`config.mk`:
```
export PLATFORM = sky130hd
export DESIGN_NAME = bsg_nonsynth_manycore_pod_reset_client_flat
export DESIGN_NICKNAME = d
export VERILOG_FILES = /design/src/rtl/bsg_nonsynth_manycore_pod_reset_client_if.sv /design/src/rtl/bsg_nonsynth_manycore_pod_reset_client.sv /design/src/flat_wrapper.sv
export SDC_FILE = /design/constraint.sdc
export NUM_CORES = 1
export LEC_CHECK = 0
export ABC_AREA = 0
export BUFFER_PORTS_ARGS = -buffer_cell sky130_fd_sc_hd__buf_4
export CORE_AREA = 2 2 39 41
export DETAILED_ROUTE_END_ITERATION = 16
export DIE_AREA = 0 0 41 43
export PLACE_DENSITY = 0.69
export SLEW_MARGIN = 30
export SYNTH_ARGS = -nofsm -noshare
export SYNTH_HDL_FRONTEND = slang
export SYNTH_SLANG_ARGS = --single-unit
```
`constraint.sdc`:
```
create_clock -name clk_i -period 4.62 [get_ports clk_i]
set_clock_uncertainty 0.15 [all_clocks]
set_input_delay 0.462 -clock clk_i [delete_from_list [all_inputs] [get_ports clk_i]]
set_output_delay 0.462 -clock clk_i [all_outputs]
set_load 0.05 [all_outputs]
```
`src/rtl/bsg_nonsynth_manycore_pod_reset_client_if.sv`:
```
// Tag lane carried from the manycore tag master to a per-pod reset client.
// The master drives op/param/en, and the client samples them on its own clock.
interface bsg_nonsynth_manycore_pod_reset_client_if;
    logic op;
    logic param;
    logic en;

    modport master (output op, output param, output en);
    modport slave  (input op, input param, input en);
endinterface

```
`src/rtl/bsg_nonsynth_manycore_pod_reset_client.sv`:
```
// Per-pod tag client: deserializes tag packets into a committed payload and turns
// payload bit 0 into a held pod reset, which is released only after a minimum delay.
module bsg_nonsynth_manycore_pod_reset_client #(
    parameter int unsigned width_p             = 1,
    parameter int unsigned reset_hold_cycles_p = 16
) (
    input  logic                                       clk_i,
    input  logic                                       reset_i,
    bsg_nonsynth_manycore_pod_reset_client_if.slave    tag_i,
    output logic [width_p-1:0]                         data_o,
    output logic                                       new_o,
    output logic                                       pod_reset_o,
    output logic                                       error_o
);

    localparam int unsigned cnt_width_lp  = $clog2(width_p + 1);
    localparam int unsigned hold_width_lp =
        (reset_hold_cycles_p > 1) ? $clog2(reset_hold_cycles_p) : 1;
    localparam logic [cnt_width_lp-1:0]  cnt_max_lp   = cnt_width_lp'(width_p);
    localparam logic [hold_width_lp-1:0] hold_init_lp = hold_width_lp'(reset_hold_cycles_p - 1);

    typedef enum logic [1:0] {StAssert, StHold, StReleased} state_e;

    logic [width_p-1:0]       sr_r, sr_n, sr_shift;
    logic [width_p-1:0]       data_r, data_n;
    logic [cnt_width_lp-1:0]  cnt_r, cnt_n;
    logic                     new_r, new_n;
    logic                     error_r, error_n;
    state_e                   state_r, state_n;
    logic [hold_width_lp-1:0] hold_cnt_r, hold_cnt_n;

    // LSB is sent first, so new bits enter at the top and move down.
    if (width_p == 1) begin : g_shift_1
        assign sr_shift = tag_i.param;
    end else begin : g_shift_n
        assign sr_shift = {tag_i.param, sr_r[width_p-1:1]};
    end

    always_comb begin
        sr_n    = sr_r;
        cnt_n   = cnt_r;
        data_n  = data_r;
        new_n   = 1'b0;
        error_n = error_r;
        if (tag_i.en) begin
            cnt_n = '0;
            if (cnt_r == cnt_max_lp) begin
                data_n = sr_r;
                new_n  = (sr_r != data_r);
            end else begin
                error_n = 1'b1;
            end
        end else if (!tag_i.op && tag_i.param) begin
            sr_n  = '0;
            cnt_n = '0;
        end else if (tag_i.op) begin
            sr_n = sr_shift;
            if (cnt_r != cnt_max_lp) cnt_n = cnt_r + cnt_width_lp'(1);
        end
    end

    // The FSM acts on the committed payload, so tag_i reaches pod_reset_o only through registers.
    always_comb begin
        state_n    = state_r;
        hold_cnt_n = hold_cnt_r;
        unique case (state_r)
            StAssert: begin
                if (!data_r[0]) begin
                    state_n    = StHold;
                    hold_cnt_n = hold_init_lp;
                end
            end
            StHold: begin
                if (data_r[0])               state_n = StAssert;
                else if (hold_cnt_r == '0)   state_n = StReleased;
                else                         hold_cnt_n = hold_cnt_r - hold_width_lp'(1);
            end
            StReleased: begin
                if (data_r[0]) state_n = StAssert;
            end
            default: state_n = StAssert;
        endcase
    end

    always_ff @(posedge clk_i or posedge reset_i) begin
        if (reset_i) begin
            sr_r       <= '0;
            cnt_r      <= '0;
            data_r     <= width_p'(1);
            new_r      <= 1'b0;
            error_r    <= 1'b0;
            state_r    <= StAssert;
            hold_cnt_r <= '0;
        end else begin
            sr_r       <= sr_n;
            cnt_r      <= cnt_n;
            data_r     <= data_n;
            new_r      <= new_n;
            error_r    <= error_n;
            state_r    <= state_n;
            hold_cnt_r <= hold_cnt_n;
        end
    end

    assign data_o      = data_r;
    assign new_o       = new_r;
    assign error_o     = error_r;
    assign pod_reset_o = (state_r != StReleased);

endmodule

```
`src/flat_wrapper.sv`:
```
// flat-port wrapper written by rule: the top's interface ports become plain ports
module bsg_nonsynth_manycore_pod_reset_client_flat 
#(
    parameter int unsigned width_p             = 1,
    parameter int unsigned reset_hold_cycles_p = 16
)
  (clk_i, reset_i, data_o, new_o, pod_reset_o, error_o, tag_i_op, tag_i_param, tag_i_en);
  bsg_nonsynth_manycore_pod_reset_client_if tag_i_i ();
  input  logic clk_i;
  input  logic reset_i;
  output logic [width_p-1:0] data_o;
  output logic new_o;
  output logic pod_reset_o;
  output logic error_o;
  input wire logic [$bits(tag_i_i.op)-1:0] tag_i_op;
  input wire logic [$bits(tag_i_i.param)-1:0] tag_i_param;
  input wire logic [$bits(tag_i_i.en)-1:0] tag_i_en;
  assign tag_i_i.op = tag_i_op;
  assign tag_i_i.param = tag_i_param;
  assign tag_i_i.en = tag_i_en;
  bsg_nonsynth_manycore_pod_reset_client #(.width_p(width_p), .reset_hold_cycles_p(reset_hold_cycles_p)) u_core (.clk_i(clk_i), .reset_i(reset_i), .tag_i(tag_i_i), .data_o(data_o), .new_o(new_o), .pod_reset_o(pod_reset_o), .error_o(error_o));
endmodule
```
Word-level counts from Yosys, hierarchy flattened. Cells that the tools add are included.

Bits in latches: 0. Memories: 0. Flip-flop bits (word level): 11. Word-level logic and storage cells: 49. Bits in read-only memories: 0. Input port bits: 5. Output and inout bits: 4. RAM bits: 0.

Reduce and logical (&&, ||, !) cells: 12. $mul: 0. Div/mod/pow operators: 0. Add/sub/neg operators: 2. $lt $le $gt $ge: 0. Bitwise logic cells: 2. Muxes and demuxes: 17. Shift-type cells: 0. Equal/unequal tests: 9.

Operators with widths (number): $mux 4 (3); $mux 1 (8); $mux 2 (4); $ne 2x2->1 const B (4); $pmux 4 s2 (1); $pmux 2 s3 (1); $reduce_and 2->1 (3); $logic_not 4->1 (1); $reduce_and 4->1 (1); $reduce_bool 2->1 (2); $sub 4x1->4 const B (1); $ne 3x1->1 const B (1); $reduce_and 3->1 (1); $reduce_bool 3->1 (1); $eq 2x1->1 const B (1); $eq 2x2->1 const B (1); $logic_not 2->1 (1); $ne 2x1->1 const B (1); $not 1->1 (2); $add 1x1->1 const B (1); $logic_and 1x1->1 (1); $logic_not 1->1 (1); $ne 1x1->1 (1).

Depth between registers and ports, before layout.
Word-level depth: 5. Depth in mapped cells: 5.

Worst setup path after synthesis. Ideal clock, no wire load.

Kind: reg2reg. Start: reg u_core.hold_cnt_r[0]. End: reg u_core.hold_cnt_r[0]. Path buffers: 0. Arrival time: 1.289 ns. Path slack: 3.055 ns. Stages on the path, launching flop included: 6. Cell sequence: dfrtp_1 -> inv_1 -> ha_1 -> and4bb_4 -> nor3_4 -> mux2_4.

Word-level cells in the longest chain between the ends: 4. Elaborated cells between the ends (all ways): 7. Classes of those cells: add/sub: 1; eq/ne: 1; mux: 3; reduce/logical: 2.

Ends and longest elaborated chain: start: declaration (line bsg_nonsynth_manycore_pod_reset_client.sv:30) `logic [hold_width_lp-1:0] hold_cnt_r, hold_cnt_n;`; start signal: assignment (line bsg_nonsynth_manycore_pod_reset_client.sv:101) `hold_cnt_r <= hold_cnt_n;`; $sub 4x1->4 (line bsg_nonsynth_manycore_pod_reset_client.sv:76) `else hold_cnt_n = hold_cnt_r - hold_width_lp'(1);`; $mux 4 (line bsg_nonsynth_manycore_pod_reset_client.sv:75) `else if (hold_cnt_r == '0) state_n = StReleased;`; $mux 4 (line bsg_nonsynth_manycore_pod_reset_client.sv:74) `if (data_r[0]) state_n = StAssert;`; $pmux 4 s2 (line bsg_nonsynth_manycore_pod_reset_client.sv:66) `unique case (state_r)`.

Parallel ways exist; a longest one is shown, timed or not. The select of a mux whose other input is x is not followed. A chain may end at the register's enable or synchronous reset.

Worst setup path in the final report.
Start: reg u_core.data_r, in the netlist u_core.data_o. End: out data_o.

RTL lines: start: declaration (line bsg_nonsynth_manycore_pod_reset_client.sv:25) `logic [width_p-1:0] data_r, data_n;`; start signal: assignment (line bsg_nonsynth_manycore_pod_reset_client.sv:89) `data_r <= width_p'(1);`; start signal: assignment (line bsg_nonsynth_manycore_pod_reset_client.sv:97) `data_r <= data_n;`; end: declaration (line flat_wrapper.sv:11) `output logic [width_p-1:0] data_o;`.

No word-level cell between the ends.

==> flow_metrics.env <==
export IMPL_status="finished clean"
export IMPL_rsz0062_at_grt="false"
export IMPL_hold_buffers=0
export IMPL_postCtsSetupRepairBufs=0
export IMPL_numCtsBuffers=3
export IMPL_place_gp_congestion=0.699
export IMPL_maxSlewViolCount=0
export IMPL_layout_drive_gt1_share=0.305
export IMPL_finalSetupViolations=0
export IMPL_synthTopCellsByArea="dfrtp_1, mux2_4, dfstp_2"
export IMPL_avgRoutedWirePerCell_um=10.7
export IMPL_worstMarginPinSlew_ns=0.405
export IMPL_core_mm2=0.00138
export IMPL_crit_type="reg -> out"
export IMPL_syn_to_final_growth_pct=20.4
export IMPL_clk_latency_ns=0.26
export IMPL_dp_cells=71
export IMPL_final_cells=75
export IMPL_yosysSeqAreaShare=0.531
export IMPL_p_sw_frac=0.310
export IMPL_die_h_um=43
export IMPL_row_count=14
export IMPL_antenna_left=0
export IMPL_io_pins=9
export IMPL_remaining_drc_errors=0
export IMPL_die_area_mm2=0.00176
export IMPL_antenna_found_initial=0
export IMPL_insertedDiodeCount=0
export IMPL_hpwlAfterDp_um=634
export IMPL_synthDistinctLibCells=22
export IMPL_routed_via_density=4.91
export IMPL_drt_pass1_iterations=2
export IMPL_synth_top_cell_by_area="dfrtp_1"
export IMPL_crit_family="flip-flops"
export IMPL_dr_first_iter_drc_count=3
export IMPL_syn_num_nets=53
export IMPL_synth_seq_cells=11
export IMPL_fmax_ghz=0.580
export IMPL_port_buffers=8
export IMPL_net_switching_power_uw=93.5
export IMPL_cts_clk_slew_worst_paths_ns=0.06
export IMPL_htreeDepth=1
export IMPL_syn_inst=47
export IMPL_drt_total_wl_um=802
export IMPL_syn_area_um2=520
export IMPL_tns_ns=0
export IMPL_clkPwrFrac=0.208
export IMPL_start_util=0.376
export IMPL_ys_warn_count=0
export IMPL_fin_crit_sh=0.373
export IMPL_arrival_ns=1.11
export IMPL_grt_pass1_vias=355
export IMPL_cts_sinks=11
export IMPL_pwr_share_comb=0.317
export IMPL_hold_viol=0
export IMPL_dp_slack_ns=2.94
export IMPL_relSlewSlack=0.730
export IMPL_cts_tree="done"
export IMPL_via_count=368
export IMPL_final_net_count=66
export IMPL_grt_usage=0.123
export IMPL_min_period_ns=1.72
export IMPL_totalPowerFinal_uw=302
export IMPL_final_setup_worst_slack_ns=2.90
export IMPL_path_cells="buf_4"
export IMPL_path_max_fanout=7
export IMPL_gr_total_overflow=0
export IMPL_p_int_uw=208
export IMPL_crit_buf_inv=1
export IMPL_max_cap_viol_count=0
export IMPL_critPathSlowestCell="dfstp_2"
export IMPL_cts_buffer_depth=2
export IMPL_irDropWorstVdd_mv=0.206
export IMPL_endpoint_kind="output pin"
export IMPL_die_x_um=41
export IMPL_cp_start_kind="flop"
export IMPL_grt_max_degree=12
export IMPL_grt_pass1_wl_mm=1.39
export IMPL_fillers=140
export IMPL_cp_required_ns=4.01
export IMPL_clock_root_buffer="clkbuf_4"
export IMPL_avgSynthCellArea_um2=11.1
export IMPL_powerDensity_mw_per_mm2=482
export IMPL_max_stage_delay_ns=0.62
export IMPL_p_leak_nw=0.295
export IMPL_hold_path_class="in -> async"
export IMPL_cts_resized=0
export IMPL_pwr_share_seq=0.474
export IMPL_synth_top_area_frac=0.481
==> final timing paths <==
path	start	end	slack, ns	cells after the start
setup / recovery	u_core.data_o	data_o	2.90	1
hold / removal	reset_i	u_core.error_o	0.04	2
setup reg to reg	u_core.hold_cnt_r[0]	u_core.hold_cnt_r[1]	2.95	5
hold reg to reg	u_core.error_o	u_core.error_o	0.31	1
max in group asynchronous	reset_i	u_core.data_o	3.96	2
min in group clk_i	tag_i_en	u_core.cnt_r	0.23	2
==> state kept, by name, indices dropped and copies added, names as in the netlist <==
name,cells
u_core.hold_cnt_r,4
u_core.state_r,2
u_core.cnt_r,1
u_core.data_o,1
u_core.error_o,1
u_core.new_o,1
u_core.sr_r,1
==> metrics by stage <==
| stage | util | hold WS, ns | cell area (µm²) |
|---|---|---|---|
| after floorplan | - | 0.164 | 520 |
| after global placement | 0.434 | 0.296 | 601 |
| after detailed placement | 0.434 | 0.300 | 601 |
| after CTS | 0.453 | 0.0442 | 627 |
| after global routing | 0.453 | 0.0674 | 627 |
| final | 0.453 | 0.0351 | 627 |
==> kinds of logic (layout without fill, tap and decap cells) <==
| family | after synthesis | after routing | share of synthesized area |
|---|---|---|---|
| simple gates | 19 | 19 | 0.228 |
| flops | 11 | 11 | 0.531 |
| compound gates | 7 | 7 | 0.0841 |
| buf+inv | 5 | 17 | 0.0361 |
| mux | 3 | 3 | 0.0793 |
| fa+ha+maj | 1 | 1 | 0.0240 |
| xor+xnor | 1 | 1 | 0.0168 |
==> power groups by stage <==
stage / Sequential, mW / Clock [mW] / Combinational [mW]
floorplan: 0.149 / 0 / 0.0704
global placement: 0.145 / 0 / 0.0930
detailed placement: 0.146 / 0 / 0.0979
CTS: 0.144 / 0.0670 / 0.0987
global route: 0.147 / 0.0703 / 0.107
finish: 0.143 / 0.0629 / 0.0958
==> cell type report <==
class	instances	area, µm²	share of cell area
clock buffers	4	26.3	0.0419
inverters	5	18.8	0.0299
multi-input cells	31	225	0.359
flip-flops and latches	11	277	0.441
well taps	16	20.0	0.0319
repair buffers	8	60.1	0.0958
==> synthesized netlist by cell type, drive strengths merged <==
master and number:
nand3b 1, nand2 6, nor4bb 1, and4bb 1, a22o 1, ha 1
a21o 1, o21ai 2, inv 5, xnor2 1, dfrtp 10, nor2 4
a21oi 2, mux2 3, or3 1, a21boi 1, nor3 3, nand2b 2
dfstp 1
==> cell usage in the layout (no fill, tap or decap), drive strengths merged <==
cell type and count:
clkbuf 4, dfstp 1, dfrtp 10, ha 1, nor2 4, a21oi 2
a21o 1, o21ai 2, mux2 3, nand2b 2, nand3b 1, buf 8
nor4bb 1, or3 1, and4bb 1, a22o 1, a21boi 1, nand2 6
inv 5, xnor2 1, nor3 3
==> layer usage <==
| metal | share of wire | vias to the layer above | GRT usage | wire length [µm] |
|---|---|---|---|---|
| li1 | - | 185 | - | - |
| met1 | 0.40 | 172 | 0.141 | 319 |
| met2 | 0.54 | 7 | 0.181 | 432 |
| met3 | 0.031 | 4 | 0.0157 | 25 |
| met4 | 0.031 | 0 | 0.120 | 25 |
| met5 | 0 | - | 0 | 0 |
No activity file was read; power rests on OpenSTA's default activity.
